--- src/rtl/haz_pkg.sv ---
// haz_pkg: shared types and constants for the forwarding/hazard controller.
`default_nettype none

package haz_pkg;

  localparam int HAZ_AW     = 5;
  localparam int FWD_SEL_RF = 0;
  localparam int NSTAGE_MIN = 1;
  localparam int NSTAGE_MAX = 4;

  typedef struct packed {
    logic              valid;
    logic [HAZ_AW-1:0] rd;
    logic              wr;
  } haz_entry_t;

endpackage

`default_nettype wire

--- src/rtl/haz_match.sv ---
// haz_match: per-operand priority matcher picking the youngest in-flight producer.
`default_nettype none

module haz_match
  import haz_pkg::*;
#(
  parameter int XLEN   = 32,
  parameter int AW     = 5,
  parameter int NSTAGE = 3,
  parameter int SW     = $clog2(NSTAGE + 1)
) (
  input  logic [AW-1:0]          addr,
  input  logic                   used,
  input  haz_entry_t             entries [NSTAGE],
  input  logic [NSTAGE-1:0]      ok,
  input  logic [NSTAGE*XLEN-1:0] results,
  input  logic [XLEN-1:0]        rf_data,
  output logic [XLEN-1:0]        fwd,
  output logic [SW-1:0]          sel,
  output logic                   hazard
);

  // Scan oldest to youngest so the last hit, the lowest stage, wins.
  always_comb begin
    fwd    = rf_data;
    sel    = SW'(FWD_SEL_RF);
    hazard = 1'b0;
    for (int k = NSTAGE - 1; k >= 0; k--) begin
      if (used && (addr != '0) && entries[k].valid && entries[k].wr &&
          (entries[k].rd == addr)) begin
        sel    = SW'(k + 1);
        hazard = ~ok[k];
        fwd    = ok[k] ? results[k*XLEN +: XLEN] : rf_data;
      end
    end
  end

endmodule

`default_nettype wire

--- src/rtl/fwd_hazard_unit.sv ---
// fwd_hazard_unit: in-flight destination tracking, operand forwarding and load-use stall.
// Optional HAZ_WB_BYPASS_EN adds a writeback bypass for read-before-write register files.
`default_nettype none

module fwd_hazard_unit
  import haz_pkg::*;
#(
  parameter int XLEN   = 32,
  parameter int AW     = 5,
  parameter int NSTAGE = 3,
  parameter int SW     = $clog2(NSTAGE + 1)
) (
  input  logic                   clk,
  input  logic                   rstn,
`ifdef HAZ_WB_BYPASS_EN
  input  logic                   wb_wr,
  input  logic [AW-1:0]          wb_addr,
  input  logic [XLEN-1:0]        wb_data,
`endif
  input  logic                   id_valid,
  input  logic [AW-1:0]          id_rs1_addr,
  input  logic [AW-1:0]          id_rs2_addr,
  input  logic                   id_rs1_used,
  input  logic                   id_rs2_used,
  input  logic [AW-1:0]          id_rd_addr,
  input  logic                   id_reg_wr,
  input  logic [XLEN-1:0]        id_rs1_data,
  input  logic [XLEN-1:0]        id_rs2_data,
  input  logic [NSTAGE*XLEN-1:0] stage_result,
  input  logic [NSTAGE-1:0]      stage_result_ok,
  input  logic                   adv,
  input  logic                   flush,
  output logic [XLEN-1:0]        rs1_fwd,
  output logic [XLEN-1:0]        rs2_fwd,
  output logic [SW-1:0]          fwd_sel1,
  output logic [SW-1:0]          fwd_sel2,
  output logic                   stall,
  output logic [31:0]            stall_cycles
);

  if (NSTAGE < NSTAGE_MIN || NSTAGE > NSTAGE_MAX) begin : g_bad_nstage
    $error("fwd_hazard_unit: NSTAGE out of range");
  end

  haz_entry_t      entries [NSTAGE];
  logic [XLEN-1:0] rs1_rf;
  logic [XLEN-1:0] rs2_rf;
  logic            rs1_hazard;
  logic            rs2_hazard;

`ifdef HAZ_WB_BYPASS_EN
  // Register file returns stale data during its own write; patch it here.
  assign rs1_rf = (wb_wr && (wb_addr == id_rs1_addr) && (id_rs1_addr != '0)) ? wb_data : id_rs1_data;
  assign rs2_rf = (wb_wr && (wb_addr == id_rs2_addr) && (id_rs2_addr != '0)) ? wb_data : id_rs2_data;
`else
  assign rs1_rf = id_rs1_data;
  assign rs2_rf = id_rs2_data;
`endif

  haz_match #(.XLEN(XLEN), .AW(AW), .NSTAGE(NSTAGE), .SW(SW)) u_match_rs1 (
    .addr    (id_rs1_addr),
    .used    (id_rs1_used),
    .entries (entries),
    .ok      (stage_result_ok),
    .results (stage_result),
    .rf_data (rs1_rf),
    .fwd     (rs1_fwd),
    .sel     (fwd_sel1),
    .hazard  (rs1_hazard)
  );

  haz_match #(.XLEN(XLEN), .AW(AW), .NSTAGE(NSTAGE), .SW(SW)) u_match_rs2 (
    .addr    (id_rs2_addr),
    .used    (id_rs2_used),
    .entries (entries),
    .ok      (stage_result_ok),
    .results (stage_result),
    .rf_data (rs2_rf),
    .fwd     (rs2_fwd),
    .sel     (fwd_sel2),
    .hazard  (rs2_hazard)
  );

  // A flushed decode slot never stalls; it simply becomes a bubble.
  assign stall = id_valid & ~flush & (rs1_hazard | rs2_hazard);

  always_ff @(posedge clk) begin
    if (!rstn) begin
      for (int k = 0; k < NSTAGE; k++) begin
        entries[k] <= '0;
      end
    end else if (adv) begin
      entries[0] <= '{valid: id_valid & ~stall & ~flush, rd: id_rd_addr, wr: id_reg_wr};
      for (int k = 1; k < NSTAGE; k++) begin
        entries[k] <= entries[k-1];
      end
    end
  end

  always_ff @(posedge clk) begin
    if (!rstn) begin
      stall_cycles <= '0;
    end else if (stall && (stall_cycles != 32'hFFFF_FFFF)) begin
      stall_cycles <= stall_cycles + 32'd1;
    end
  end

endmodule

`default_nettype wire

--- config.mk ---
export PLATFORM = sky130hd
export DESIGN_NAME = fwd_hazard_unit
export DESIGN_NICKNAME = d
export VERILOG_FILES = /design/src/rtl/haz_pkg.sv /design/src/rtl/haz_match.sv /design/src/rtl/fwd_hazard_unit.sv
export SDC_FILE = /design/constraint.sdc
export NUM_CORES = 1
export LEC_CHECK = 0
export ABC_AREA = 1
export CORE_MARGIN = 10
export CORE_UTILIZATION = 30
export CTS_CLUSTER_DIAMETER = 80
export DETAILED_ROUTE_END_ITERATION = 10
export MAX_ROUTING_LAYER = met4
export SLEW_MARGIN = 10
export SYNTH_ARGS = -nofsm -noshare
export SYNTH_HDL_FRONTEND = slang
export SYNTH_HIERARCHICAL = 1
export SYNTH_SLANG_ARGS = --single-unit
--- constraint.sdc ---
create_clock -name clk -period 3.1 [get_ports clk]
set_input_delay 0.775 -clock clk [delete_from_list [all_inputs] [get_ports clk]]
set_output_delay 0.775 -clock clk [all_outputs]
set_load 0.01 [all_outputs]
==> flow_metrics.env, run 1 <==
export IMPL_wl_met1_um=19100
export IMPL_syn_to_final_growth_pct=64.9
export IMPL_synth_area_sq_um=8070
export IMPL_postRouteAntennaNets=0
export IMPL_fin_skew_ns=0.0111
export IMPL_die_w_um=184
export IMPL_place_inst=2295
export IMPL_finalPower_mw=2.38
export IMPL_first_global_vias=11500
export IMPL_io_pins=287
export IMPL_synth_area_leaders="nand2_1 (26%), nor2_1 (15%), o21ai_0 (13%)"
export IMPL_path_cells="buf_8 -> buf_6 -> nand2_2 -> nand2_2 -> nor2_2 -> nand2_2 -> nor2_4 -> buf_12 -> clkbuf_16 -> nand4_1 -> nand2_1 -> nor2_2 -> nor2_2 -> buf_2"
export IMPL_start_kind="primary input"
export IMPL_initial_core_util_pct=30.7
export IMPL_power_internal_mw=1.53
export IMPL_grt_max_degree=51
export IMPL_ys_ff_latch=53
export IMPL_fin_ws_ns=0.00336
export IMPL_drive_gt1_share_pct=20.2
export IMPL_clkTransAtPathRegs_ns=0.07
export IMPL_io_buffers=286
export IMPL_grt_pass1_wl_um=66500
export IMPL_min_period_ns=3.10
export IMPL_worst_slew_pin_slew_ns=0.695
export IMPL_cts_sinks=53
export IMPL_cp_slowest_stage_delay_ns=0.20
export IMPL_end_kind="output port"
export IMPL_detail_route_first_pass_iterations=8
export IMPL_hold_class="reg -> reg"
export IMPL_path_max_fanout=6
export IMPL_rsz0062_at_grt="true"
export IMPL_synth_main_ff_cell="dfxtp_1"
export IMPL_pre_cts_slack_ns=-0.843
export IMPL_ir_drop_v=0.000199
export IMPL_critPathArrivalTime_ns=2.32
export IMPL_drt_initial_drc_count=1165
export IMPL_drcViolationCount=0
export IMPL_clock_path_buffers=2
export IMPL_final_nets=2203
export IMPL_dieArea_sq_um=33900
export IMPL_cts_buffers=5
export IMPL_tritoncts="done"
export IMPL_row_count=59
export IMPL_netlist_instances=1654
export IMPL_max_cap_violations=0
export IMPL_path_buf_inv=5
export IMPL_drv_slew=0
export IMPL_coreArea_sq_um=26300
export IMPL_stdcell_count=2364
export IMPL_p_leak_nw=6.55
export IMPL_syn_avg_cell_area_sq_um=4.88
export IMPL_grt_overflow_total=0
export IMPL_synth_common_cells="nand2_1 (553), nor2_1 (330), o21ai_0 (215), inv_1 (129), nand3_1 (110)"
export IMPL_antenna_found_initial=12
export IMPL_fin_area_sq_um=13300
export IMPL_gr_usage_all_layers_pct=25.2
export IMPL_status="finished, final reports clean"
export IMPL_wl_met3_um=3810
export IMPL_htree_num_levels=2
export IMPL_syn_num_nets=1841
export IMPL_netlist_top_cell_by_area="nand2_1"
export IMPL_max_slew_margin_pct=53.6
export IMPL_synth_edf_count=0
export IMPL_crit_family="simple AND/OR/NAND/NOR gates"
export IMPL_ys_types=29
export IMPL_hold_slack_ns=0.520
export IMPL_dp_hpwl_um=30800
export IMPL_place_area_sq_um=12100
export IMPL_highest_layer="met4"
export IMPL_root_buffer="clkbuf_16"
export IMPL_drt_wirelength_per_cell_um=19.0
export IMPL_fin_crit_sh_pct=99.9
export IMPL_switchingPower_mw=0.847
export IMPL_wirelength_um=44900
export IMPL_place_congestion=0.949
export IMPL_seqPwrFrac_pct=30.6
export IMPL_reg2reg_slack_ns=0.27
export IMPL_slowest_stage="nor2_4"
export IMPL_synthMostInstantiatedCell="nand2_1"
export IMPL_max_freq_mhz=323
export IMPL_yosysWarnings=6
export IMPL_final_setup_viol_count=0
export IMPL_synth_async_sr_flop_share_pct=0
export IMPL_switching_share_pct=35.6
export IMPL_synth_top_cell_area_share_pct=25.7
export IMPL_final_hold_viol_count=0
export IMPL_via_per_inst=5.16
export IMPL_pwr_share_clk_pct=25.1
export IMPL_power_density_nw_per_um2=179
export IMPL_ys_seq_area_share_pct=13.1
export IMPL_p_comb_share_pct=44.3
export IMPL_worst_ep_required_time_ns=2.32
export IMPL_wl_met2_um=20800
export IMPL_die_height_um=184
export IMPL_clock_latency_ns=0.30
export IMPL_via_count=12200
export IMPL_path_class="in -> out"
## state kept, by name, indices dropped and copies added (netlist names)
signal	cells
entries	21
stall_cycles	32
## worst paths after layout
kind                         from  depth (start not counted)               end
setup / recovery   id_rs2_addr[3]                         14        rs2_fwd[0]
hold / removal    stall_cycles[1]                          2   stall_cycles[1]
setup reg to reg       entries[4]                         21  stall_cycles[25]
hold reg to reg   stall_cycles[1]                          2   stall_cycles[1]
## cells in the final DEF (no fill, tap or decap), types with 2 or more instances in the layout
cell             count
a21oi_1             30
a21oi_2              6
buf_12              37
buf_16              11
buf_2               64
buf_4              110
buf_6               23
buf_8                3
clkbuf_16           10
clkbuf_2             3
clkdlybuf4s15_2      2
clkdlybuf4s50_1    202
dfxtp_1             53
diode_2             12
dlygate4sd2_1        2
inv_1              124
inv_2                8
inv_4                5
nand2_1            508
nand2_2             44
nand2_4              5
nand3_1             90
nand3_2             21
nand3_4              6
nand4_1             72
nand4_4              2
nor2_1             300
nor2_2              21
nor2_4              19
nor2_8               2
nor3_2               2
o21ai_0            214
or2_1                4
xor2_1               5
## layer usage
layer	GRT usage (%)	vias to the layer above
li1	-	6017
met1	31.4	5575
met2	40.6	533
met3	5.02	68
met4	6.49	0
met5	-	-
## area by class of cell
cell class                 instances  area, sq um
fill                            2777        13000
antenna                           12         30.0
clock inverter                     2         17.5
timing repair buffer             462         4700
inverter                         137          527
multi-input combinational       1357         6420
clock buffer                       6          139
tap                              335          419
sequential                        53         1060
## cells by family after synthesis
logic type | synth area share [%]
AOI/OAI and AO/OA | 16.0
xor gates and xnor gates | 0.543
adders and majority gates | 0.155
buffers and inverters | 12.9
DFF | 13.1
and+or+nand+nor | 57.2
## worst register-to-register path: cells and delay by family (launching register included)
kind / cells / cell delay [ns]
flip-flops: 1 / 0.48
AND/OR/NAND/NOR: 15 / 1.61
AO/OA/AOI/OAI: 1 / 0.08
buffers and inverters: 5 / 0.55
## per-stage QoR
step	utilization, %	TNS [ns]
CTS	49.2	-0.0108
finish	50.6	0
global placement	46.0	-60.85
detailed placement	46.0	-61.88
floorplan	-	0
global route	50.6	-0.637
## what timing repair did
item	4_1_cts	5_1_grt
hold buffers	0	0
gates cloned	15	6
pin swaps	48	81
setup buffers	23	14
gates resized for setup	405	106
setup endpoints to repair	89	79
## power by group through the flow
stage                     Sequential (mW)  Clock [mW]  Combinational [mW]
after detailed placement            0.741           0               0.999
after global routing                0.729       0.631                1.15
after global placement              0.740           0               0.999
after CTS                           0.725       0.612                1.01
after floorplan                     0.730           0               0.430
final                               0.726       0.597                1.05
No activity file was read; power rests on OpenSTA's default activity.
==> run 2: changes to the inputs <==
==> constraint.sdc (replaced) <==
create_clock -name clk -period 3.1 [get_ports clk]
set_input_delay 0.775 -clock clk [delete_from_list [all_inputs] [get_ports clk]]
set_output_delay 0.775 -clock clk [all_outputs]
set_load 0.1 [all_outputs]
==> flow_metrics.env, run 2 (synthesis gave the netlist of run 1 again) <==
export IMPL_path_cells="buf_4 -> nand2_1 -> nand2_2 -> nor2_4 -> buf_4 -> buf_4 -> nand4_4 -> buf_12 -> nand3_1 -> nand2_1 -> nor2_2 -> nor2_4 -> buf_12"
export IMPL_ir_drop_v=0.000176
export IMPL_cp_slowest_stage_delay_ns=0.20
export IMPL_critPathArrivalTime_ns=2.33
export IMPL_syn_to_final_growth_pct=74.2
export IMPL_via_count=12000
export IMPL_clock_latency_ns=0.29
export IMPL_first_global_vias=11200
export IMPL_drv_slew=0
export IMPL_final_nets=2141
export IMPL_antenna_found_initial=8
export IMPL_crit_family="simple AND/OR/NAND/NOR gates"
export IMPL_tritoncts="done"
export IMPL_dp_hpwl_um=29200
export IMPL_end_kind="output port"
export IMPL_die_w_um=184
export IMPL_coreArea_sq_um=26300
export IMPL_wirelength_um=43100
export IMPL_io_buffers=286
export IMPL_dieArea_sq_um=33900
export IMPL_gr_usage_all_layers_pct=23.8
export IMPL_final_cell_mix="nand2_1 (515), o21ai_0 (213), nor2_1 (190), clkdlybuf4s50_1 (170), inv_1 (125)"
export IMPL_finalSetupTns_ns=-0.00645
export IMPL_via_per_inst=5.23
export IMPL_grt_overflow_total=0
export IMPL_multi_input_area_sq_um=6910
export IMPL_status="finished with violations"
export IMPL_htree_num_levels=2
export IMPL_mostFrequentLayoutCell="nand2_1"
export IMPL_drt_wirelength_per_cell_um=18.8
export IMPL_initial_core_util_pct=30.7
export IMPL_start_kind="primary input"
export IMPL_drive_gt1_share_pct=23.8
export IMPL_fin_skew_ns=0.00516
export IMPL_worst_ep_required_time_ns=2.32
export IMPL_hold_depth=2
export IMPL_postRouteAntennaNets=0
export IMPL_detail_route_first_pass_iterations=5
export IMPL_fillCellCount=2624
export IMPL_cts_buffers=5
export IMPL_power_density_nw_per_um2=198
export IMPL_hold_class="reg -> reg"
export IMPL_pre_cts_slack_ns=-0.513
export IMPL_io_pins=287
export IMPL_grt_max_degree=51
export IMPL_die_height_um=184
export IMPL_p_leak_nw=6.66
export IMPL_largest_reg_flops=32
export IMPL_regArea_sq_um=1060
export IMPL_r2r_end="stall_cycles[23]"
export IMPL_reg_largest_list="stall_cycles: 32 flops, entries: 21 flops"
export IMPL_place_congestion=0.902
export IMPL_path_class="in -> out"
export IMPL_final_setup_viol_count=1
export IMPL_grt_pass1_wl_um=63100
export IMPL_violations="setup timing"
export IMPL_place_inst=2248
export IMPL_rsz0062_at_grt="true"
export IMPL_fin_area_sq_um=14100
export IMPL_path_max_fanout=22
export IMPL_hold_slack_ns=0.521
export IMPL_max_cap_violations=0
export IMPL_worst_slew_pin_slew_ns=0.597
export IMPL_largest_register="stall_cycles"
export IMPL_row_count=59
export IMPL_clock_path_buffers=2
export IMPL_worstRegToRegCells=21
export IMPL_path_common_cell="buf_4"
export IMPL_max_freq_mhz=322
export IMPL_cts_sinks=53
export IMPL_fin_crit_sh_pct=100
export IMPL_final_hold_viol_count=0
export IMPL_fin_ws_ns=-0.00645
export IMPL_hold_end="stall_cycles[1]"
export IMPL_holdCritStartpoint="stall_cycles[1]"
export IMPL_path_buf_inv=5
export IMPL_drt_initial_drc_count=924
export IMPL_drcViolationCount=0
export IMPL_stdcell_count=2299
export IMPL_root_buffer="clkbuf_16"
export IMPL_max_slew_margin_pct=60.1
export IMPL_clkTransAtPathRegs_ns=0.07
export IMPL_finalPower_mw=2.79
export IMPL_r2r_start="entries[10]"
export IMPL_fin_util_pct=53.5
export IMPL_holdBufCountCts=0
export IMPL_place_area_sq_um=12800
export IMPL_reg2reg_slack_ns=0.33
export IMPL_min_period_ns=3.11
export IMPL_slowest_stage="buf_12"
-- run 2: cell count changes in the layout (fill, tap and decap cells not counted), sizes merged --
cell / delta
buf: -27
clkbuf: +1
clkdlybuf4s15: -2
clkdlybuf4s50: -32
diode: -3
inv: -2
-- run 2: worst max path at each step --
stage             endpoint  cells past startpoint            from  slack (ns)
4_1_cts              stall                     17  id_rs1_addr[3]     0.00008
3_5_place_dp         stall                     16  id_rs2_addr[2]       -0.51
5_1_grt              stall                     14  id_rs2_addr[4]       -0.09
2_1_floorplan  fwd_sel1[1]                      6  id_rs1_addr[1]       -0.11
3_3_place_gp         stall                     16  id_rs2_addr[2]       -0.54
6_report       rs1_fwd[21]                     13  id_rs1_addr[0]      -0.006
-- run 2: report_power, final --
| part | switching (mW) | leakage (nW) | internal, mW |
|---|---|---|---|
| clock | 0.250 | 0.0652 | 0.302 |
| sequential | 0.0281 | 0.432 | 0.699 |
| combinational | 0.882 | 6.17 | 0.627 |
| total | 1.16 | 6.66 | 1.63 |
-- run 2: what timing repair did --
action                     4_1_cts  5_1_grt
setup endpoints to repair       88       79
resized for setup              126      123
pin swaps                       28       58
gates cloned                     6        8
setup buffers                   18        3
-- run 2: metal layers --
layer	routed length [um]	GRT usage (%)	share of wire, %	vias to the layer above
met3	3760	5.42	8.7	61
li1	-	-	-	5885
met2	20300	38.3	47	513
met1	18200	29.2	42	5554
met5	0	-	0	-
met4	849	6.59	2.0	0
-- run 2: cell type report --
type / instances / area share [%]
clock buffer: 8 / 0.970
antenna: 9 / 0.160
tap: 335 / 2.98
timing repair buffer: 400 / 35.3
sequential: 53 / 7.56
multi-input combinational: 1357 / 49.2
inverter: 137 / 3.87
-- run 2: worst register-to-register path, stage by stage, from the launching register on --
cell	delay (ns)
dfxtp_1	0.44
inv_1	0.06
nand2_1	0.05
nand2_1	0.04
nor2_1	0.11
buf_4	0.14
nand3_4	0.10
nor2_8	0.11
nand2_1	0.08
nand2_2	0.06
a21oi_1	0.04
nor2_1	0.18
inv_1	0.10
nand2_2	0.08
nand2_4	0.07
buf_4	0.17
nor2_2	0.14
nand3_1	0.24
nor2_1	0.23
nand3_1	0.09
nand2_1	0.08
nor2_1	0.04
==> run 3: changes to the inputs <==
--- a/config.mk
+++ b/config.mk
@@ -7,10 +7,11 @@
 export LEC_CHECK = 0
 export ABC_AREA = 1
 export CORE_MARGIN = 10
-export CORE_UTILIZATION = 30
+export CORE_UTILIZATION = 47
 export CTS_CLUSTER_DIAMETER = 80
 export DETAILED_ROUTE_END_ITERATION = 10
 export MAX_ROUTING_LAYER = met4
+export PLACE_DENSITY = 0.83
 export SLEW_MARGIN = 10
 export SYNTH_ARGS = -nofsm -noshare
 export SYNTH_HDL_FRONTEND = slang
==> flow_metrics.env, run 3 (synthesis gave the netlist of run 1 again) <==
export IMPL_p_leak_nw=6.66
export IMPL_grt_pass1_wl_um=61000
export IMPL_end_kind="output port"
export IMPL_finalSetupTns_ns=-0.0592
export IMPL_worst_ep_required_time_ns=2.32
export IMPL_fin_crit_sh_pct=101
export IMPL_coreArea_sq_um=16700
export IMPL_multi_input_area_sq_um=7020
export IMPL_holdBufCountCts=0
export IMPL_dieArea_sq_um=22800
export IMPL_worst_slew_pin_slew_ns=0.826
export IMPL_mostFrequentLayoutCell="nand2_1"
export IMPL_initial_core_util_pct=48.3
export IMPL_status="finished with violations"
export IMPL_r2r_start="entries[11]"
export IMPL_fillCellCount=1136
export IMPL_fin_ws_ns=-0.0251
export IMPL_final_setup_viol_count=4
export IMPL_critPathArrivalTime_ns=2.35
export IMPL_first_global_vias=11700
export IMPL_io_pins=287
export IMPL_violations="setup timing"
export IMPL_antenna_found_initial=0
export IMPL_grt_overflow_total=0
export IMPL_ir_drop_v=0.000231
export IMPL_via_count=12800
export IMPL_io_buffers=286
export IMPL_fin_util_pct=83.5
export IMPL_pre_cts_slack_ns=-0.485
export IMPL_path_max_fanout=20
export IMPL_drcViolationCount=0
export IMPL_drv_slew=0
export IMPL_place_congestion=0.959
export IMPL_start_kind="primary input"
export IMPL_hold_end="stall_cycles[1]"
export IMPL_drive_gt1_share_pct=25.3
export IMPL_clock_latency_ns=0.29
export IMPL_syn_to_final_growth_pct=72.8
export IMPL_largest_reg_flops=32
export IMPL_holdCritStartpoint="stall_cycles[1]"
export IMPL_final_hold_viol_count=0
export IMPL_final_cell_mix="nand2_1 (504), o21ai_0 (213), nor2_1 (181), clkdlybuf4s50_1 (170), inv_1 (125)"
export IMPL_gr_usage_all_layers_pct=33.5
export IMPL_max_cap_violations=0
export IMPL_rsz0062_at_grt="true"
export IMPL_r2r_end="stall_cycles[26]"
export IMPL_hold_class="reg -> reg"
export IMPL_postRouteAntennaNets=0
export IMPL_worstRegToRegCells=20
export IMPL_hold_depth=2
export IMPL_row_count=47
export IMPL_fin_skew_ns=0.00838
export IMPL_drt_wirelength_per_cell_um=19.3
export IMPL_max_freq_mhz=320
export IMPL_max_slew_margin_pct=44.8
export IMPL_reg_largest_list="stall_cycles: 32 flops, entries: 21 flops"
export IMPL_die_w_um=151
export IMPL_htree_num_levels=2
export IMPL_root_buffer="clkbuf_16"
export IMPL_die_height_um=151
export IMPL_detail_route_first_pass_iterations=7
export IMPL_tritoncts="done"
export IMPL_cts_buffers=5
export IMPL_final_nets=2136
export IMPL_grt_max_degree=46
export IMPL_regArea_sq_um=1060
export IMPL_largest_register="stall_cycles"
export IMPL_via_per_inst=5.90
export IMPL_dp_hpwl_um=29100
export IMPL_cts_sinks=53
export IMPL_drt_initial_drc_count=1534
export IMPL_path_class="in -> out"
export IMPL_power_density_nw_per_um2=209
export IMPL_clkTransAtPathRegs_ns=0.07
export IMPL_reg2reg_slack_ns=0.31
export IMPL_wirelength_um=41900
export IMPL_clock_path_buffers=2
export IMPL_min_period_ns=3.13
[run 3: timing repair]
item                                    CTS  global route
pin swaps                                37            72
endpoints found under the setup margin   88            86
buffers inserted                          7            12
cloned                                    3            10
gates resized for setup                 154           129
[run 3: worst max-delay path by stage]
| stage | from | end | slack [ns] | depth (start not counted) |
|---|---|---|---|---|
| floorplan | id_rs1_addr[1] | fwd_sel1[1] | -0.11 | 6 |
| global placement | id_rs2_addr[3] | stall_cycles[26] | -0.46 | 19 |
| detailed placement | id_rs1_addr[1] | rs1_fwd[23] | -0.49 | 13 |
| CTS | id_rs1_addr[4] | stall | -0.06 | 17 |
| global route | id_rs1_addr[3] | rs1_fwd[12] | -0.09 | 14 |
| finish | id_rs2_addr[1] | rs2_fwd[21] | -0.03 | 13 |
[run 3: report_power, final]
group          total (mW)  leakage [nW]  switching (mW)  internal, mW
combinational        1.53          6.14           0.907         0.622
sequential          0.731         0.432          0.0330         0.699
clock               0.652        0.0842           0.269         0.383
total                2.91          6.66            1.21          1.70
[run 3: per-layer routing]
metal | global-route usage [%] | share of wire [%] | vias to the layer above | routed length [um]
met1 | 38.6 | 35 | 5802 | 14900
met2 | 55.8 | 47 | 928 | 19700
li1 | - | - | 5873 | -
met3 | 7.28 | 12 | 206 | 5120
met4 | 12.9 | 5.2 | 0 | 2170
met5 | - | 0 | - | 0
[run 3: area by class of cell]
class / instances / area share (%)
diodes: 1 / 0.0179
multi-input cells: 1357 / 50.4
flip-flops and latches: 53 / 7.63
clock inverters: 3 / 0.314
well taps: 220 / 1.97
clock buffers: 5 / 0.897
repair buffers: 395 / 35.0
inverters: 137 / 3.81
[run 3: worst max-delay path: stages]
cell,delay [ns]
buf_2,0.12
inv_2,0.10
nand2_1,0.09
nand2_2,0.10
nor2_4,0.05
buf_4,0.13
nand4_4,0.12
buf_8,0.23
nand3_1,0.12
nand2_1,0.11
nor2_2,0.06
nor2_4,0.12
buf_12,0.19
[run 3: per-stage QoR]
stage | hold WS (ns) | area, sq um | total power, mW | std cells
after floorplan | 0.485 | 8570 | 1.52 | 1654
after global routing | 0.545 | 13900 | 3.03 | 2170
after CTS | 0.510 | 13200 | 2.82 | 2150
final | 0.511 | 13900 | 2.91 | 2171
after detailed placement | 0.499 | 12600 | 2.15 | 2132
after global placement | 0.489 | 12600 | 2.13 | 2132
